==> src/rtl/adder_pkg.sv <==
// Shared constants and helpers for the pipelined adder.
// The opcode encodings and chunk-width derivation are used by the top and its bench.
package adder_pkg;

  localparam logic OP_ADD = 1'b0;
  localparam logic OP_SUB = 1'b1;

  function automatic int chunk_width(input int width, input int stages);
    return width / stages;
  endfunction

endpackage

==> src/rtl/adder_slice.sv <==
// Combinational CW-bit adder chunk with carry out and carry into its MSB.
// c_msb lets the final chunk derive signed overflow without a second adder.
module adder_slice #(
  parameter int CW = 4
) (
  input  logic [CW-1:0] x,
  input  logic [CW-1:0] y,
  input  logic          ci,
  output logic [CW-1:0] s,
  output logic          co,
  output logic          c_msb
);

  assign {co, s} = {1'b0, x} + {1'b0, y} + {{CW{1'b0}}, ci};
  // Carry into the MSB is recovered from the MSB sum bit: s = x ^ y ^ c.
  assign c_msb   = x[CW-1] ^ y[CW-1] ^ s[CW-1];

endmodule

==> src/rtl/pipelined_adder.sv <==
// Carry-chunked pipelined adder/subtractor with valid/ready flow control.
// Stage k adds chunk k; operands and partial sums ride along the pipeline.
module pipelined_adder
  import adder_pkg::*;
#(
  parameter int WIDTH  = 16,
  parameter int STAGES = 4
) (
  input  logic             clk,
  input  logic             rst,
  input  logic             in_valid,
  output logic             in_ready,
  input  logic [WIDTH-1:0] a,
  input  logic [WIDTH-1:0] b,
  input  logic             cin,
  input  logic             sub,
  output logic             out_valid,
  input  logic             out_ready,
  output logic [WIDTH-1:0] sum,
  output logic             cout,
  output logic             ovf
);

  localparam int CW = chunk_width(WIDTH, STAGES);
  localparam logic [WIDTH-1:0] CHUNK_MASK = WIDTH'({CW{1'b1}});

  logic [STAGES-1:0] valid_q;
  logic [WIDTH-1:0]  a_q [STAGES];
  logic [WIDTH-1:0]  b_q [STAGES];
  logic [WIDTH-1:0]  s_q [STAGES];
  logic [STAGES-1:0] c_q;
  logic              ovf_q;

  logic [STAGES-1:0] adv;
  logic [STAGES-1:0] vin;
  logic [STAGES-1:0] ci;
  logic [STAGES-1:0] co;
  logic              cm    [STAGES];
  logic [CW-1:0]     x     [STAGES];
  logic [CW-1:0]     y     [STAGES];
  logic [CW-1:0]     s     [STAGES];
  logic [WIDTH-1:0]  a_src [STAGES];
  logic [WIDTH-1:0]  b_src [STAGES];
  logic [WIDTH-1:0]  s_src [STAGES];
  logic [WIDTH-1:0]  s_d   [STAGES];

  logic [WIDTH-1:0]  b_eff;
  logic              c0;

  // Subtraction is a + ~b + 1; cin only matters for addition.
  assign b_eff = (sub == OP_SUB) ? ~b : b;
  assign c0    = (sub == OP_SUB) ? 1'b1 : cin;

  genvar gi;
  generate
    for (gi = 0; gi < STAGES; gi++) begin : g_stage
      // A stage may load if any stage at or above it is empty, or the output drains.
      assign adv[gi] = out_ready | ~(&valid_q[STAGES-1:gi]);

      if (gi == 0) begin : g_first
        assign vin[gi]   = in_valid;
        assign a_src[gi] = a;
        assign b_src[gi] = b_eff;
        assign s_src[gi] = '0;
        assign ci[gi]    = c0;
      end else begin : g_rest
        assign vin[gi]   = valid_q[gi-1];
        assign a_src[gi] = a_q[gi-1];
        assign b_src[gi] = b_q[gi-1];
        assign s_src[gi] = s_q[gi-1];
        assign ci[gi]    = c_q[gi-1];
      end

      assign x[gi] = a_src[gi][gi*CW +: CW];
      assign y[gi] = b_src[gi][gi*CW +: CW];

      adder_slice #(.CW(CW)) u_slice (
        .x     (x[gi]),
        .y     (y[gi]),
        .ci    (ci[gi]),
        .s     (s[gi]),
        .co    (co[gi]),
        .c_msb (cm[gi])
      );

      assign s_d[gi] = (s_src[gi] & ~(CHUNK_MASK << (gi*CW))) |
                       (WIDTH'(s[gi]) << (gi*CW));
    end
  endgenerate

  always_ff @(posedge clk) begin
    if (rst) begin
      valid_q <= '0;
      c_q     <= '0;
      ovf_q   <= 1'b0;
      for (int k = 0; k < STAGES; k++) begin
        s_q[k] <= '0;
      end
    end else begin
      for (int k = 0; k < STAGES; k++) begin
        if (adv[k]) begin
          valid_q[k] <= vin[k];
          if (vin[k]) begin
            a_q[k] <= a_src[k];
            b_q[k] <= b_src[k];
            s_q[k] <= s_d[k];
            c_q[k] <= co[k];
          end
        end
      end
      if (adv[STAGES-1] && vin[STAGES-1]) begin
        ovf_q <= cm[STAGES-1] ^ co[STAGES-1];
      end
    end
  end

  assign in_ready  = !rst && adv[0];
  assign out_valid = valid_q[STAGES-1];
  assign sum       = s_q[STAGES-1];
  assign cout      = c_q[STAGES-1];
  assign ovf       = ovf_q;

endmodule

==> config.mk <==
export PLATFORM = sky130hd
export DESIGN_NAME = pipelined_adder
export DESIGN_NICKNAME = d
export VERILOG_FILES = /design/src/rtl/adder_pkg.sv /design/src/rtl/adder_slice.sv /design/src/rtl/pipelined_adder.sv
export SDC_FILE = /design/constraint.sdc
export NUM_CORES = 1
export LEC_CHECK = 0
export ABC_AREA = 1
export ABC_CLOCK_PERIOD_IN_PS = 2500
export CAP_MARGIN = 0
export CORE_UTILIZATION = 40
export DETAILED_ROUTE_END_ITERATION = 10
export HOLD_SLACK_MARGIN = 0.05
export PLACE_DENSITY_LB_ADDON = 0.25
export SYNTH_ARGS = -nofsm -noshare
export SYNTH_HDL_FRONTEND = slang
export SYNTH_SLANG_ARGS = --single-unit
export TNS_END_PERCENT = 5
==> constraint.sdc <==
create_clock -name clk -period 2.5 [get_ports clk]
set_clock_uncertainty 0.2 [all_clocks]
set_input_delay 0.625 -clock clk [delete_from_list [all_inputs] [get_ports clk]]
set_output_delay 0.625 -clock clk [all_outputs]
set_load 0.05 [all_outputs]
==> results of run 1 <==
-- critical path: stages --
cell,delay [ns]
clkdlybuf4s50_1,0.50
inv_2,0.04
a21oi_1,0.29
buf_12,0.18
-- repair_timing --
action                                  in CTS  in global routing
endpoints found under the setup margin       0                  1
endpoints found under the hold margin        0                  0
gates resized for setup                      0                  1
-- per-stage QoR --
step           hold WS, ns  cells  power (uW)
6_report            0.2225    534        3290
5_1_grt             0.2280    534        3442
4_1_cts             0.2243    534        3331
3_5_place_dp        0.2045    518        2275
3_3_place_gp        0.2040    518        2265
2_1_floorplan       0.2003    319        2120
-- state kept, by name, indices dropped and copies added, names as in the netlist --
name     flops
s_q         40
b_q         24
valid_q      4
c_q          4
ovf          1
a_q         24
-- power groups by stage --
stage / logic [uW] / registers (uW) / clock network (uW)
detailed placement: 358 / 1920 / 0
global route: 392 / 1890 / 1160
finish: 355 / 1880 / 1060
global placement: 351 / 1910 / 0
floorplan: 160 / 1960 / 0
CTS: 360 / 1880 / 1090
-- logic make-up (layout without fill, tap and decap cells) --
logic type,Yosys count,count (layout),synth area share
compound gates,19,19,0.02335
xor+xnor,19,19,0.03982
fa+ha+maj,20,20,0.07425
buf+inv,60,142,0.06317
flops,97,97,0.6754
simple gates,104,104,0.1240
-- routing by layer --
layer / global-route usage / up-vias / share of wire
met3: 0.02256 / 8 / 0.035
met5: 0 / - / 0
li1: - / 1204 / -
met4: 0.06224 / 0 / 0.021
met1: 0.1326 / 1016 / 0.46
met2: 0.1971 / 60 / 0.49
-- worst min-delay path by stage --
| stage | from | to | slack, ns | cells past startpoint |
|---|---|---|---|---|
| 3_3_place_gp | a_q[0][9]$_DFFE_PP_ | a_q[1][9]$_DFFE_PP_ | 0.20 | 0 |
| 5_1_grt | b_q[1][13]$_DFFE_PP_ | b_q[2][13]$_DFFE_PP_ | 0.23 | 0 |
| 2_1_floorplan | a_q[0][10]$_DFFE_PP_ | a_q[1][10]$_DFFE_PP_ | 0.20 | 0 |
| 6_report | b_q[1][12]$_DFFE_PP_ | b_q[2][12]$_DFFE_PP_ | 0.22 | 0 |
| 4_1_cts | b_q[1][12]$_DFFE_PP_ | b_q[2][12]$_DFFE_PP_ | 0.22 | 0 |
| 3_5_place_dp | a_q[0][14]$_DFFE_PP_ | a_q[1][14]$_DFFE_PP_ | 0.20 | 0 |
-- final cells by class --
type                            count  area (um^2)  area share
Clock inverter                      7        95.09     0.01811
Timing Repair Buffer               71        738.2      0.1406
Multi-Input combinational cell    162         1097      0.2090
Inverter                           55        206.4     0.03932
Sequential cell                    97         2823      0.5377
Clock buffer                        9        123.9     0.02359
Tap cell                          133        166.4     0.03170
-- layout by cell type, fill, tap and decap left out, types with 7 or more instances in the layout --
master	netlist	layout
nor2_1	34	34
dfxtp_1	9	9
clkbuf_8	0	9
edfxtp_1	88	88
nand2_1	30	30
a21oi_1	14	14
nand3_1	17	17
xor2_1	18	18
clkdlybuf4s50_1	0	55
buf_4	2	10
nor2_2	7	7
inv_1	52	52
ha_1	12	12
==> metrics.txt, run 1 <==
Vias=2288; switching share of power=0.2372; synth top area cells=edfxtp_1 (63%), inv_1 (4.7%), dfxtp_1 (4.3%); # diodes=0; mapped cell area=4179 um^2; CTS root buf=clkbuf_8; EDFF count, synth=88; GP Congestion=0.7874; WL final=5503 um; Setup Crit Path Kind=primary input to output port; HP Class=flop to flop; r2r endpoint=s_q[2][10]$_SDFFCE_PN0P_; largest net degree at the start of global routing=25; Syn Nets=377; Synth cell types=27; most common cell in the synthesized netlist=edfxtp_1; GRT Residual Overflow=0; cts hold-fix bufs=0; asr flop ratio synth=0; crit share post-route=0.9849; Final min period=2.462 ns; leading area contributor after synthesis=edfxtp_1; worst slack, placed=-0.3144 ns; core area=9955 um^2; Post-DP Area=5029 um^2; Finished Cell Area=5250 um^2; Worst VDD drop=0.3341 mV; Int Power=2510 uW; switching power total=780.6 uW; cts bufs inserted=9; first-pass GRT wire length=9873 um; unrepaired setup endpoints after global routing=false; Post-Synthesis Cells=319; via/cell ratio=4.285; initial DRC count=83; syn avg cell area=13.10 um^2; Final ANT Viol Nets=0; postcts setup bufs=0; worst setup path startpoint=out_ready; GRT Resource Usage Total=0.1138; power density cells=626.7 nW/um^2; Slew Limit Fails=0; Fin. Hold Viols=0; Layout Nets=454; WP data required=1.67 ns; number of global-route vias before repair=2324; final setup fails=0; r2r setup slk=0.58 ns; fillers=873; Final WS setup=0.03764 ns; WL/cell=10.31 um; Worst slew margin=0.6668; Yosys warnings=0; P&R area growth vs syn=25.63%; H-tree depth=3; Pre-Repair DR Iteration Count=4; die height=104.2 um; register share of total power=0.570; initial core utilization=0.4198; Pleak=0.002092 uW; initial antenna violation count=0; # clock sinks=97; Yosys top cell area share=0.6323; startpoint types=primary input; layout cell share with drive strength beyond 1=0.1397; Max FO, Critical Path=2; Critical Path AT=1.64 ns; Final TNS setup=0 ns; CTS max path bufs=2; Crit. End Element=output port; Die X-Extent=104.2 um; top post-synthesis cells by count=edfxtp_1 (88), inv_1 (52), nor2_1 (34); insertion delay to the later sink of the worst-skew pair=0.35 ns; max-cap violations=0; #FFs+latches synth=97; clock network power share=0.322; Die Area=10860 um^2; Remaining DRCs=0; prevailing post-synth register cell=edfxtp_1; CP Capture Point=in_ready; worst-margin pin slew=0.4982 ns; IO Count=58; post-layout util=0.5274; fmax=406.1 MHz; hpwl dp=4277 um; clock transition at the registers of the reported paths=0.10 ns; # port buffers=57; R2R depth=5; row count=36; Comb power frac=0.108; status=finished clean; Worst R2R Start=c_q[1]$_SDFFE_PP0P_; CTS tree=yes; sequential share of the synthesized area=0.6754
Power figures use the tool's default switching activity.
==> run 2, diff against run 1 <==
==> constraint.sdc (replaced) <==
create_clock -name clk -period 2.5 [get_ports clk]
set_clock_uncertainty 0.2 [all_clocks]
set_input_delay 0.625 -clock clk [delete_from_list [all_inputs] [get_ports clk]]
set_output_delay 0.625 -clock clk [all_outputs]
set_load 0.005 [all_outputs]
==> run 2 against run 1 <==
Effect of this change:
- combinational power fell by 15%
- hold slack improved by 0.0026 ns
- non-clock buffer count did not move
- highest routed layer unchanged
- design area fell by 0.21%
- routed wire length fell by 0.91%
- core utilization fell by 0.11 points
- sequential power barely moved
- cell count did not move
- die area did not move
==> metrics.txt, run 2 (synthesized netlist as in run 1, its figures left out) <==
Pleak=0.002079 uW (-0.60%); Vias=2288 (unchanged); WL/cell=10.21 um (-0.91%); CTS tree=yes; Largest regs=s_q (40), a_q (24), b_q (24); worst setup path startpoint=out_ready; startpoint types=primary input; layout cell share with drive strength beyond 1=0.1372 (-0.002494); R2R depth=10 (+5); status=finished clean; Max FO, Critical Path=2 (unchanged); Worst VDD drop=0.2424 mV (-27%); CTS root buf=clkbuf_8; Pre-Repair DR Iteration Count=4 (unchanged); H-tree depth=3 (unchanged); Final ANT Viol Nets=0 (unchanged); via/cell ratio=4.285 (unchanged); CTS max path bufs=2 (unchanged); P&R area growth vs syn=25.36%; worst-margin pin slew=0.2960 ns (-0.2022 ns); GRT Resource Usage Total=0.1126 (-0.001250); WP data required=1.67 ns (about the same); GP Congestion=0.7670 (-2.6%); Final min period=2.331 ns (-0.1312 ns); Setup Crit Path Kind=primary input to output port; postcts setup bufs=0 (unchanged); area of the multi-input gates=1097 um^2 (unchanged); initial DRC count=91 (+9.6%); hold slack final=0.2251 ns (+0.002605 ns); # diodes=0 (unchanged); Worst R2R Start=b_q[2][12]$_DFFE_PP_; GRT Residual Overflow=0 (unchanged); Hold EP=b_q[2][15]$_DFFE_PP_; r2r endpoint=ovf$_SDFFE_PP0P_; Biggest register=s_q; Layout Nets=454 (unchanged); Final TNS setup=0 ns (unchanged); power density cells=618.3 nW/um^2 (-1.3%); row count=36 (unchanged); fillers=847 (-3.0%); Largest register FFs=40 (unchanged); commonest cells after routing, fill and taps aside=edfxtp_1 (88), clkdlybuf4s50_1 (55), inv_1 (52); Fin. Hold Viols=0 (unchanged); Slew Limit Fails=0 (unchanged); IO Count=58 (unchanged); Die X-Extent=104.2 um (unchanged); final setup fails=0 (unchanged); unrepaired setup endpoints after global routing=false; placed cell count=518 (unchanged); # port buffers=57 (unchanged); HP Class=flop to flop; crit share post-route=0.9325 (-0.05246); Crit. End Element=output port; cts bufs inserted=9 (unchanged); first-pass GRT wire length=9584 um (-2.9%); number of global-route vias before repair=2209 (-4.9%); final cell count without fillers=534 (unchanged); die height=104.2 um (unchanged); Worst Min Path Start=b_q[1][15]$_DFFE_PP_; Worst slew margin=0.8022 (+0.1353); insertion delay to the later sink of the worst-skew pair=0.36 ns (about the same); register area=2823 um^2 (unchanged); commonest non-fill, non-tap cell in the layout=edfxtp_1; hold depth=0 (unchanged); core area=9955 um^2 (unchanged); Die Area=10860 um^2 (unchanged); clock transition at the registers of the reported paths=0.09 ns (about the same); largest net degree at the start of global routing=25 (unchanged); initial core utilization=0.4198 (unchanged); # clock sinks=97 (unchanged); fmax=429.0 MHz (+5.6%); hpwl dp=4267 um (-0.22%); Critical Path AT=1.51 ns (-0.13 ns); Remaining DRCs=0 (unchanged); WL final=5453 um (-0.91%); initial antenna violation count=0 (unchanged); r2r setup slk=0.57 ns (about the same); max-cap violations=0 (unchanged)
[run 2: cell types whose count changed in the layout (fill, tap and decap cells not counted)]
cell | before | now
buf_12 | 5 | 4
dlygate4sd2_1 | 0 | 1
[run 2: what timing repair did]
action,in CTS,in global routing
hold buffers,0,0
setup endpoints to repair,1,1
resized for setup,1,1
[run 2: power by group]
group          switching [uW]  internal, uW  total (uW)
clock                     569           493        1060
combinational             140           159         300
sequential               23.7          1850        1880
total                     733          2510        3240
[run 2: critical path, stage by stage]
cell	delay [ns]
clkdlybuf4s50_1	0.49
inv_2	0.04
a21oi_1	0.12
dlygate4sd2_1	0.24
[run 2: how the worst max path moves through the flow]
stage                                    to  slack, ns  cells after the start
floorplan           s_q[0][2]$_SDFFCE_PN0P_      0.007                      7
global placement    s_q[0][2]$_SDFFCE_PN0P_      -0.29                      6
detailed placement  s_q[0][2]$_SDFFCE_PN0P_      -0.31                      6
CTS                 s_q[0][2]$_SDFFCE_PN0P_       0.06                      6
global route                       in_ready       0.11                      4
finish                             in_ready       0.17                      4
[run 2: final cells by class]
type                       instances  share of cell area
sequential                        97              0.5388
multi-input combinational        162              0.2095
timing repair buffer              71              0.1388
inverter                          55             0.03941
tap                              133             0.03177
clock buffer                       9             0.02364
clock inverter                     7             0.01815
[run 2: stage by stage]
| step | worst slack [ns] | total power [uW] | cell area, um^2 | utilization |
|---|---|---|---|---|
| global route | 0.1105 | 3375 | 5239 | 0.5263 |
| detailed placement | -0.3136 | 2221 | 5019 | 0.5041 |
| CTS | 0.06298 | 3273 | 5236 | 0.5260 |
| finish | 0.1688 | 3239 | 5239 | 0.5263 |
| global placement | -0.2850 | 2214 | 5019 | 0.5041 |
| floorplan | 0.006875 | 2069 | 4184 | - |
[run 2: metal layers]
| metal | up-vias | wire length, um | track usage |
|---|---|---|---|
| met1 | 1012 | 2425 | 0.1334 |
| met2 | 62 | 2670 | 0.1886 |
| met4 | 0 | 125 | 0.06633 |
| met3 | 10 | 231 | 0.02444 |
| li1 | 1204 | - | - |
| met5 | - | 0 | 0 |
==> run 3, diff against run 2 <==
Settings changed: CORE_UTILIZATION 40 to 25.
==> run 3 against run 2 <==
Effect of this change:
- sequential cell count is the same
- sequential power is essentially flat
- register-to-register slack lost 0.05 ns
- largest cell class unchanged
- total power grew 12%
- critical path depth is the same
==> metrics.txt, run 3 (synthesized netlist as in run 1, its figures left out) <==
initial antenna violation count=0 (unchanged); fmax=419.6 MHz (-2.2%); CTS max path bufs=2 (unchanged); crit-path leading delay family=buffers and inverters; met2 WL post-DR=2694 um (+0.90%); Crit. End Element=output port; # clock sinks=97 (unchanged); Met3 Wirelength=337 um (+46%); cts hold-fix bufs=0 (unchanged); Fin. Hold Viols=0 (unchanged); cts bufs inserted=9 (unchanged); hold slack final=0.2124 ns (-0.01274 ns); Setup Crit Path Kind=primary input to output port; area of the multi-input gates=1097 um^2 (unchanged); Remaining DRCs=0 (unchanged); power density cells=668.0 nW/um^2 (+8.0%); WP data required=1.67 ns (about the same); initial DRC count=140 (+54%); first-pass GRT wire length=11140 um (+16%); IO Count=58 (unchanged); Hold EP=a_q[1][12]$_DFFE_PP_; Worst Min Path Start=a_q[0][12]$_DFFE_PP_; unrepaired setup endpoints after global routing=false; HP Class=flop to flop; Worst path slowest cell=clkdlybuf4s50_1; final setup fails=0 (unchanged); insertion delay to the later sink of the worst-skew pair=0.34 ns (-0.02 ns); Finished Cell Area=5444 um^2 (+3.9%); CTS root buf=clkbuf_16; register area=2823 um^2 (unchanged); critical path's largest stage delay=0.50 ns (about the same); Worst R2R Start=a_q[1][8]$_DFFE_PP_; Worst VDD drop=0.3213 mV (+33%); core area=16120 um^2 (+62%); Final ANT Viol Nets=0 (unchanged); CTS tree=yes; H-tree depth=3 (unchanged); worst-margin pin slew=0.3404 ns (+0.04437 ns); Layout Nets=454 (unchanged); commonest non-fill, non-tap cell in the layout=edfxtp_1; initial core utilization=0.2593 (-0.1605); P&R area growth vs syn=30.27%; hpwl dp=5065 um (+19%); die height=131.3 um (+26%); # port buffers=57 (unchanged); Max FO, Critical Path=2 (unchanged); row count=46 (+28%); clock transition at the registers of the reported paths=0.07 ns (-0.02 ns); Pleak=0.002119 uW (+2.0%); r2r setup slk=0.52 ns (-0.05 ns); startpoint types=primary input; Final WS setup=0.1167 ns (-0.05207 ns); fillers=1628 (+92%); GRT Resource Usage Total=0.08226 (-0.03033); via/cell ratio=3.674 (-14%); Biggest register=s_q; WL/cell=10.41 um (+2.0%); largest net degree at the start of global routing=25 (unchanged); # diodes=0 (unchanged); placed cell count=601 (+16%); crit share post-route=0.9533 (+0.02083); GRT Residual Overflow=0 (unchanged); Met1 Wirelength=3234 um (+33%); layout cell share with drive strength beyond 1=0.1372 (unchanged); PostCTS Resize Cnt=1 (unchanged); Final min period=2.383 ns (+0.05207 ns); commonest cells after routing, fill and taps aside=edfxtp_1 (88), clkdlybuf4s50_1 (55), inv_1 (52); number of global-route vias before repair=2353 (+6.5%); GP Congestion=0.6893 (-10%); status=finished clean; Pre-Repair DR Iteration Count=4 (unchanged); top sig layer=met4; WL final=6424 um (+18%); r2r endpoint=s_q[2][10]$_SDFFCE_PN0P_; worst-path cell chain=clkdlybuf4s50_1, inv_2, a21oi_1, dlygate4sd2_1; Vias=2267 (-0.92%); Slew Limit Fails=0 (unchanged); postcts setup bufs=0 (unchanged); hold depth=0 (unchanged); Worst slew margin=0.7727 (-0.02943); Die X-Extent=131.3 um (+26%); Die Area=17240 um^2 (+59%); Post-DP Area=5122 um^2 (+2.1%); final cell count without fillers=617 (+16%); Largest regs=s_q (40), a_q (24), b_q (24); Critical Path AT=1.56 ns (+0.05 ns); R2R depth=5 (-5); worst slack, placed=-0.3172 ns (-0.003621 ns); max-cap violations=0 (unchanged); Bufs and invs on worst path=3 (unchanged); Largest register FFs=40 (unchanged)
## run 3: cell types whose count changed in the layout (fill, tap and decap cells not counted), sizes merged
cell      before  now
bufinv         1    2
inv           59   55
clkinv         2    4
clkinvlp       0    1
## run 3: per-stage QoR
step	setup TNS [ns]	util	total power (uW)
after floorplan	0	-	2069
after global placement	-0.9982	0.3179	2224
after detailed placement	-1.176	0.3179	2231
after CTS	0	0.3377	3694
after global routing	0	0.3378	3791
final	0	0.3378	3637
## run 3: layer usage
layer	up-vias	track usage
met3	12	0.02122
met2	58	0.1173
li1	1202	-
met4	0	0.05233
met5	-	0
met1	995	0.1103
## run 3: worst register-to-register path, delay by kind of cell, from the launching register on
kind                     cells  cell delay (ns)
XOR/XNOR                     1             0.21
adder cells (fa/ha/maj)      2             0.88
AND/OR/NAND/NOR              1             0.07
buffers and inverters        1             0.05
flip-flops                   1             0.32
## run 3: worst max path at each step
stage,start,end,cells past startpoint
floorplan,sub,s_q[0][2]$_SDFFCE_PN0P_,7
global route,out_ready,in_ready,4
CTS,sub,s_q[0][2]$_SDFFCE_PN0P_,6
global placement,sub,s_q[0][2]$_SDFFCE_PN0P_,6
finish,out_ready,in_ready,4
detailed placement,sub,s_q[0][2]$_SDFFCE_PN0P_,6
## run 3: final cells by class
cell class | count | share of cell area
repair buffers | 71 | 0.1335
multi-input cells | 162 | 0.2016
well taps | 216 | 0.04964
flip-flops and latches | 97 | 0.5185
clock inverters | 7 | 0.01747
clock buffers | 9 | 0.04137
inverters | 55 | 0.03792
## run 3: report_power, final
part | internal (uW) | switching, uW
logic | 160 | 147
clock network | 875 | 574
registers | 1860 | 24.3
